==> src/rtl/exc_arbiter.sv <==
// Exception/interrupt arbiter: fixed-priority pick of sync faults and masked IRQs into a latched cause.
// Latency: source at edge N -> exc_req_o/cause_o after edge N; EXC_IRQ_LATCH_EN adds an edge-capture pending stage.
// Backpressure: exc_req_o is held with a frozen cause until exc_ack_i; interrupts are blocked until eret_i.
module exc_arbiter #(
    parameter int N_IRQ = 16
) (
    input  logic             clk,
    input  logic             rst,
    input  logic             illegal_insn_i,
    input  logic             ecall_insn_i,
    input  logic             ebrk_insn_i,
    input  logic             flush_i,
    input  logic [N_IRQ-1:0] irq_i,
    input  logic             irq_enable_i,
    input  logic             mask_we_i,
    input  logic [N_IRQ-1:0] mask_wdata_i,
    input  logic             exc_ack_i,
    input  logic             eret_i,
    output logic             exc_req_o,
    output logic [5:0]       cause_o,
    output logic [N_IRQ-1:0] mask_o,
    output logic             in_handler_o
);

    typedef enum logic [1:0] {
        ST_IDLE    = 2'd0,
        ST_REQ     = 2'd1,
        ST_HANDLER = 2'd2
    } state_t;

    state_t             state_q;
    logic [5:0]         cause_q;
    logic [N_IRQ-1:0]   mask_q;
    logic               exc_req_q;
    logic               in_handler_q;

    logic [N_IRQ-1:0]   irq_src;
    logic [N_IRQ-1:0]   irq_qual;
    logic               irq_any;
    logic [4:0]         irq_idx;
    logic               sync_any;
    logic [4:0]         sync_code;

`ifdef EXC_IRQ_LATCH_EN
    localparam logic [N_IRQ-1:0] IRQ_ONE = 1;

    logic [N_IRQ-1:0]   irq_prev_q;
    logic [N_IRQ-1:0]   pending_q;
    logic [N_IRQ-1:0]   pend_clr;

    // The taken interrupt's pending bit drops on the accepted ack; a fresh edge that cycle re-arms it.
    always_comb begin
        pend_clr = '0;
        if (state_q == ST_REQ && exc_ack_i && cause_q[5])
            pend_clr = IRQ_ONE << cause_q[4:0];
    end

    always_ff @(posedge clk) begin
        if (rst) begin
            irq_prev_q <= '0;
            pending_q  <= '0;
        end else begin
            irq_prev_q <= irq_i;
            pending_q  <= (pending_q & ~pend_clr) | (irq_i & ~irq_prev_q);
        end
    end

    assign irq_src = pending_q;
`else
    assign irq_src = irq_i;
`endif

    assign irq_qual = irq_src & mask_q & {N_IRQ{irq_enable_i}};
    assign irq_any  = |irq_qual;
    assign sync_any = illegal_insn_i | ecall_insn_i | ebrk_insn_i;

    always_comb begin
        if (illegal_insn_i)
            sync_code = 5'd2;
        else if (ecall_insn_i)
            sync_code = 5'd11;
        else
            sync_code = 5'd3;
    end

    // Scan downwards so the lowest set index is the last one written.
    always_comb begin
        irq_idx = '0;
        for (int i = N_IRQ - 1; i >= 0; i--) begin
            if (irq_qual[i])
                irq_idx = 5'(i);
        end
    end

    always_ff @(posedge clk) begin
        if (rst) begin
            state_q      <= ST_IDLE;
            cause_q      <= '0;
            mask_q       <= '0;
            exc_req_q    <= 1'b0;
            in_handler_q <= 1'b0;
        end else begin
            if (mask_we_i)
                mask_q <= mask_wdata_i;

            case (state_q)
                ST_IDLE: begin
                    if (sync_any && !flush_i) begin
                        state_q   <= ST_REQ;
                        cause_q   <= {1'b0, sync_code};
                        exc_req_q <= 1'b1;
                    end else if (irq_any) begin
                        state_q   <= ST_REQ;
                        cause_q   <= {1'b1, irq_idx};
                        exc_req_q <= 1'b1;
                    end
                end

                ST_REQ: begin
                    if (exc_ack_i) begin
                        state_q      <= ST_HANDLER;
                        exc_req_q    <= 1'b0;
                        in_handler_q <= 1'b1;
                    end else if (flush_i && !cause_q[5]) begin
                        // Only a synchronous cause dies with the killed ID instruction.
                        state_q   <= ST_IDLE;
                        exc_req_q <= 1'b0;
                    end
                end

                ST_HANDLER: begin
                    if (sync_any && !flush_i) begin
                        state_q      <= ST_REQ;
                        cause_q      <= {1'b0, sync_code};
                        exc_req_q    <= 1'b1;
                        in_handler_q <= 1'b0;
                    end else if (eret_i) begin
                        state_q      <= ST_IDLE;
                        in_handler_q <= 1'b0;
                    end
                end

                default: begin
                    state_q      <= ST_IDLE;
                    exc_req_q    <= 1'b0;
                    in_handler_q <= 1'b0;
                end
            endcase
        end
    end

    assign exc_req_o    = exc_req_q;
    assign cause_o      = cause_q;
    assign mask_o       = mask_q;
    assign in_handler_o = in_handler_q;

endmodule

==> config.mk <==
export PLATFORM = sky130hd
export DESIGN_NAME = exc_arbiter
export DESIGN_NICKNAME = d
export VERILOG_FILES = /design/src/rtl/exc_arbiter.sv
export SDC_FILE = /design/constraint.sdc
export NUM_CORES = 1
export LEC_CHECK = 0
export BUFFER_PORTS_ARGS = -buffer_cell sky130_fd_sc_hd__buf_2
export CAP_MARGIN = 20
export CORE_MARGIN = 5
export CORE_UTILIZATION = 45
export CTS_CLUSTER_DIAMETER = 30
export DETAILED_ROUTE_END_ITERATION = 12
export PLACE_DENSITY = 0.84
export SKIP_CTS_REPAIR_TIMING = 1
export SYNTH_ARGS = -nofsm -noshare
export SYNTH_HDL_FRONTEND = slang
export SYNTH_SLANG_ARGS = --single-unit
==> constraint.sdc <==
create_clock -name clk -period 1.82 [get_ports clk]
set_input_delay 0.091 -clock clk [delete_from_list [all_inputs] [get_ports clk]]
set_output_delay 0.091 -clock clk [all_outputs]
set_load 0.005 [all_outputs]
==> results of run 1 <==
==> registers in the layout, summed over array words and instances, names as in the netlist <==
name,cells
exc_req_o,1
state_q,2
mask_o,16
cause_o,5
in_handler_o,1
==> worst register-to-register path, stage by stage (launching register included) <==
cell and delay, ps:
dfxtp_1 370, a22oi_1 330, a41oi_2 230, o21a_4 260
o31ai_1 230, a21oi_1 60
==> stage by stage <==
step	total power [mW]	instance area [um^2]	instances	setup slack (ps)
final	1.17	1670	238	251
after global routing	1.25	1670	238	156
after CTS	1.18	1670	238	259
after detailed placement	0.942	1640	234	280
after global placement	0.937	1640	234	283
after floorplan	0.823	1320	147	410
==> where the power goes <==
| group | internal [mW] | total [mW] | switching [mW] |
|---|---|---|---|
| combinational | 0.148 | 0.299 | 0.151 |
| clock | 0.0856 | 0.243 | 0.157 |
| sequential | 0.590 | 0.629 | 0.0395 |
| total | 0.823 | 1.17 | 0.348 |
==> logic make-up after synthesis <==
| kind of cell | count (synthesis) | synth area share [%] |
|---|---|---|
| AOI/OAI and AO/OA | 41 | 26.7 |
| buffers and inverters | 12 | 4.44 |
| DFF | 25 | 37.8 |
| muxes | 17 | 12.9 |
| other | 1 | 0.283 |
| and+or+nand+nor | 51 | 18.0 |
==> path summary, 6_finish.rpt <==
check              startpoint         end  slack [ps]
max reg2reg        mask_o[10]  cause_o[1]         250
min          mask_wdata_i[10]  mask_o[10]           4
max                mask_o[10]  cause_o[1]         250
min reg2reg        cause_o[3]  cause_o[3]         480
==> placed cells by master, fill, tap and decap left out, types with 2 or more instances in the layout <==
cell type	n
a211oi_1	2
a21o_1	2
a21oi_1	8
a221oi_1	2
a22oi_1	5
a22oi_2	3
a32oi_1	2
buf_2	64
clkbuf_4	3
dfxtp_1	25
inv_1	3
mux2i_1	17
nand2_1	7
nand3_1	5
nor2_1	25
nor3_1	4
o21ai_0	2
o22ai_1	4
==> cell type report <==
class | instances | area [um^2]
Clock buffer | 4 | 26.3
Fill cell | 261 | 1120
Inverter | 4 | 15.0
Multi-Input combinational cell | 110 | 764
Sequential cell | 25 | 500
Tap cell | 31 | 38.8
Timing Repair Buffer | 64 | 320
==> routing by layer <==
layer,vias up,wire (um),track usage (%)
li1,664,-,-
met1,605,1470,19.8
met2,40,1660,27.9
met3,2,233,4.73
met4,0,17,3.05
met5,-,0,0
==> results.txt, run 1 <==
outcome = completed
FMAX = 637 MHz
TritonCTS Buffers = 3
FF+latch count, synth = 25
first-pass GRT wire length = 5.49 mm
CTS tree = yes
Worst Path Arrival = 1780 ps
setup violators final = 0
number of vias per cell = 5.51
post-synthesis sequential area ratio = 37.8%
post-DP HPWL = 2.71 mm
cell depth of the worst flop-to-flop path = 5
residual DRC count = 0
Setup Crit Path Kind = reg -> reg
nets = 250
Final Hold Vio Count = 0
area delta synth->final = 25.8%
CP Max Fanout = 4
Clock Pin Slew Worst Setup and Hold Paths = 130 ps
gr ovfl total = 0
Ys Warns = 0
worst hold slack = 3.74 ps
async set or reset register ratio after synthesis = 0%
Post-DRT Antenna Nets = 0
final core occ = 59.9%
full die area = 4130 um^2
final setup TNS = 0 ps
Iter 0 DRT Violations = 55
DR WL/cell = 14.2 um
largest net degree at the start of global routing = 26
overall routed net length = 3.38 mm
startpoint types = flip-flop
Tot GR Track Use = 16.1%
Synth area leaders = dfxtp_1, mux2i_1, nor2_1
Synth Cell Area = 1320 um^2
Die Y = 64.2 um
Commonest cells post-synth = dfxtp_1, nor2_1, mux2i_1
Main synth FF type = dfxtp_1
initial antenna violation count = 0
Max VDD drop = 0.000547 V
clock sink total = 25
synthesized area per cell = 9.01 um^2
Pwr Density = 703 nW/um^2
H-tree levels = 1
I/O Pins = 66
Pins Over Slew Limit = 0
max-cap check violation count = 0
routability cong. = 0.806
Clock Latency Late Sink = 310 ps
Cell Rows = 19
CP Depth = 5
Slowest cell on crit path = dfxtp_1
WP buf/inv = 0
Syn Inst Count = 147
critical path's top delay family = compound AO/OA/AOI/OAI gates
Cell variety after synth = 43
EDFF count, synth = 0
DR pass1 iterations = 4
n_diodes = 0
Yosys top cell area share = 37.8%
Port Buffers = 64
Via Count = 1311
share of layout cells above drive strength 1 = 38.2%
vias in the first global route = 1294
Root Buffer = clkbuf_4
post-route clock period utilization = 86.2%
RSZ-0062 raised after global routing = false
Clock Skew = 0.852 ps
largest area contributor in the netlist = dfxtp_1
Core ar. = 2780 um^2
Syn Nets = 189
hold path depth = 3
Worst EP required = 2030 ps
CP Capture Type = flip-flop
worst min path class = in -> reg
crit-path cells = a22oi_1 -> a41oi_2 -> o21a_4 -> o31ai_1 -> a21oi_1
Max stage delay on crit path = 370 ps
Starting Density = 47.6%
clock period minus worst slack = 1570 ps
Longest Clk Path Bufs = 2
die width = 64.2 um
Leak Pwr = 0.790 nW
(Power assumes the default switching activity.)
==> run 2: changes to the inputs <==
Settings changed: CORE_UTILIZATION 45 to 23, PLACE_DENSITY 0.84 to 0.51.
==> results.txt, run 2 (synthesized netlist as in run 1, its figures left out) <==
global routing's busiest layer = met2
met3 Use GR = 3.36%
number of vias per cell = 4.61
commonest non-fill, non-tap cell in the layout = buf_2
post-route clock period utilization = 87.3%
Worst EP required = 1980 ps
Final Hold Vio Count = 0
commonest non-fill, non-tap cells in the layout = buf_2, nor2_1, dfxtp_1
nets = 250
I/O Pins = 66
TritonCTS Buffers = 3
initial antenna violation count = 0
met2 Resource Use GR = 18.1%
n_diodes = 0
reg2reg setup slack = 230 ps
DR pass1 iterations = 4
Port Buffers = 64
Worst Path Arrival = 1740 ps
RSZ-0062 raised after global routing = false
Flop pwr share = 49.6%
CP Max Fanout = 5
Switching Fraction = 29.4%
Die Y = 85.9 um
Final Total Pwr = 1.27 mW
first-pass GRT wire length = 6.18 mm
Setup Crit Path Kind = reg -> reg
r2r endpoint = cause_o[1]
met1 Track Usage GR = 13.0%
cell depth of the worst flop-to-flop path = 5
Clock Latency Late Sink = 270 ps
Post-DRT Antenna Nets = 0
FMAX = 629 MHz
vias in the first global route = 1324
CP Capture Type = flip-flop
worst min path class = in -> reg
final setup TNS = 0 ps
die width = 85.9 um
outcome = completed
gr ovfl total = 0
number of flip-flops in the largest register = 16
share of layout cells above drive strength 1 = 38.2%
clock period minus worst slack = 1590 ps
Cell Rows = 27
area delta synth->final = 31.1%
CP Launch Point = mask_o[9]
Pwr Density = 730 nW/um^2
Pins Over Slew Limit = 0
clock sink total = 25
full die area = 7370 um^2
NetSw = 0.373 mW
Leak Pwr = 0.797 nW
internal power = 0.894 mW
combinational group share of total power = 23.9%
Tot GR Track Use = 10.5%
H-tree levels = 1
post-DP HPWL = 3.10 mm
DR WL/cell = 13.6 um
setup violators final = 0
overall routed net length = 3.80 mm
Via Count = 1286
Root Buffer = clkbuf_8
Iter 0 DRT Violations = 48
Clock Skew = 8.53 ps
Max VDD drop = 0.000297 V
end point of the critical path = cause_o[1]
Starting Density = 23.9%
CTS tree = yes
largest net degree at the start of global routing = 26
Reg2Reg Launch Point = mask_o[9]
Clock Pin Slew Worst Setup and Hold Paths = 90 ps
Core ar. = 5540 um^2
residual DRC count = 0
clock share of power = 26.4%
startpoint types = flip-flop
Longest Clk Path Bufs = 2
max-cap check violation count = 0
routability cong. = 0.692
-- run 2: cell counts in the layout (fill, tap and decap cells not counted) --
No cell type changed its count.
-- run 2: routing by layer --
layer	share of wire, %	vias up
li1	-	663
met1	46	579
met2	46	40
met3	6.7	4
met4	0.55	0
met5	0	-
-- run 2: through the flow --
| step | area [um^2] | instances | utilization, % | hold slack [ps] | worst slack [ps] |
|---|---|---|---|---|---|
| 2_1_floorplan | 1320 | 147 | - | 238 | 410 |
| 3_3_place_gp | 1690 | 275 | 30.5 | 329 | 299 |
| 3_5_place_dp | 1690 | 275 | 30.5 | 334 | 269 |
| 4_1_cts | 1740 | 279 | 31.3 | 44.3 | 259 |
| 5_1_grt | 1740 | 279 | 31.3 | 42.1 | 164 |
| 6_report | 1740 | 279 | 31.3 | 49.3 | 231 |
-- run 2: critical path: stages, from the launching register on --
cell	delay, ps
dfxtp_1	350
a22oi_1	340
a41oi_2	230
o21a_4	260
o31ai_1	220
a21oi_1	70
-- run 2: worst min path at each step --
stage	start	end	slack (ps)	cells past startpoint
after floorplan	mask_wdata_i[15]	mask_o[15]	240	2
after global placement	mask_wdata_i[12]	mask_o[12]	330	3
after detailed placement	mask_wdata_i[1]	mask_o[1]	330	3
after CTS	mask_wdata_i[6]	mask_o[6]	40	3
after global routing	mask_wdata_i[12]	mask_o[12]	40	3
final	mask_wdata_i[4]	mask_o[4]	50	3
-- run 2: power groups by stage --
| stage | sequential [mW] | clock (mW) | combinational (mW) |
|---|---|---|---|
| floorplan | 0.635 | 0 | 0.188 |
| global placement | 0.643 | 0 | 0.308 |
| detailed placement | 0.643 | 0 | 0.307 |
| CTS | 0.631 | 0.360 | 0.307 |
| global route | 0.638 | 0.376 | 0.340 |
| finish | 0.629 | 0.335 | 0.303 |
-- run 2: cell type report --
class / instances / area (um^2)
multi-input combinational: 110 / 764
timing repair buffer: 64 / 320
sequential: 25 / 500
fill: 608 / 3800
tap: 72 / 90.1
inverter: 4 / 15.0
clock buffer: 4 / 45.0
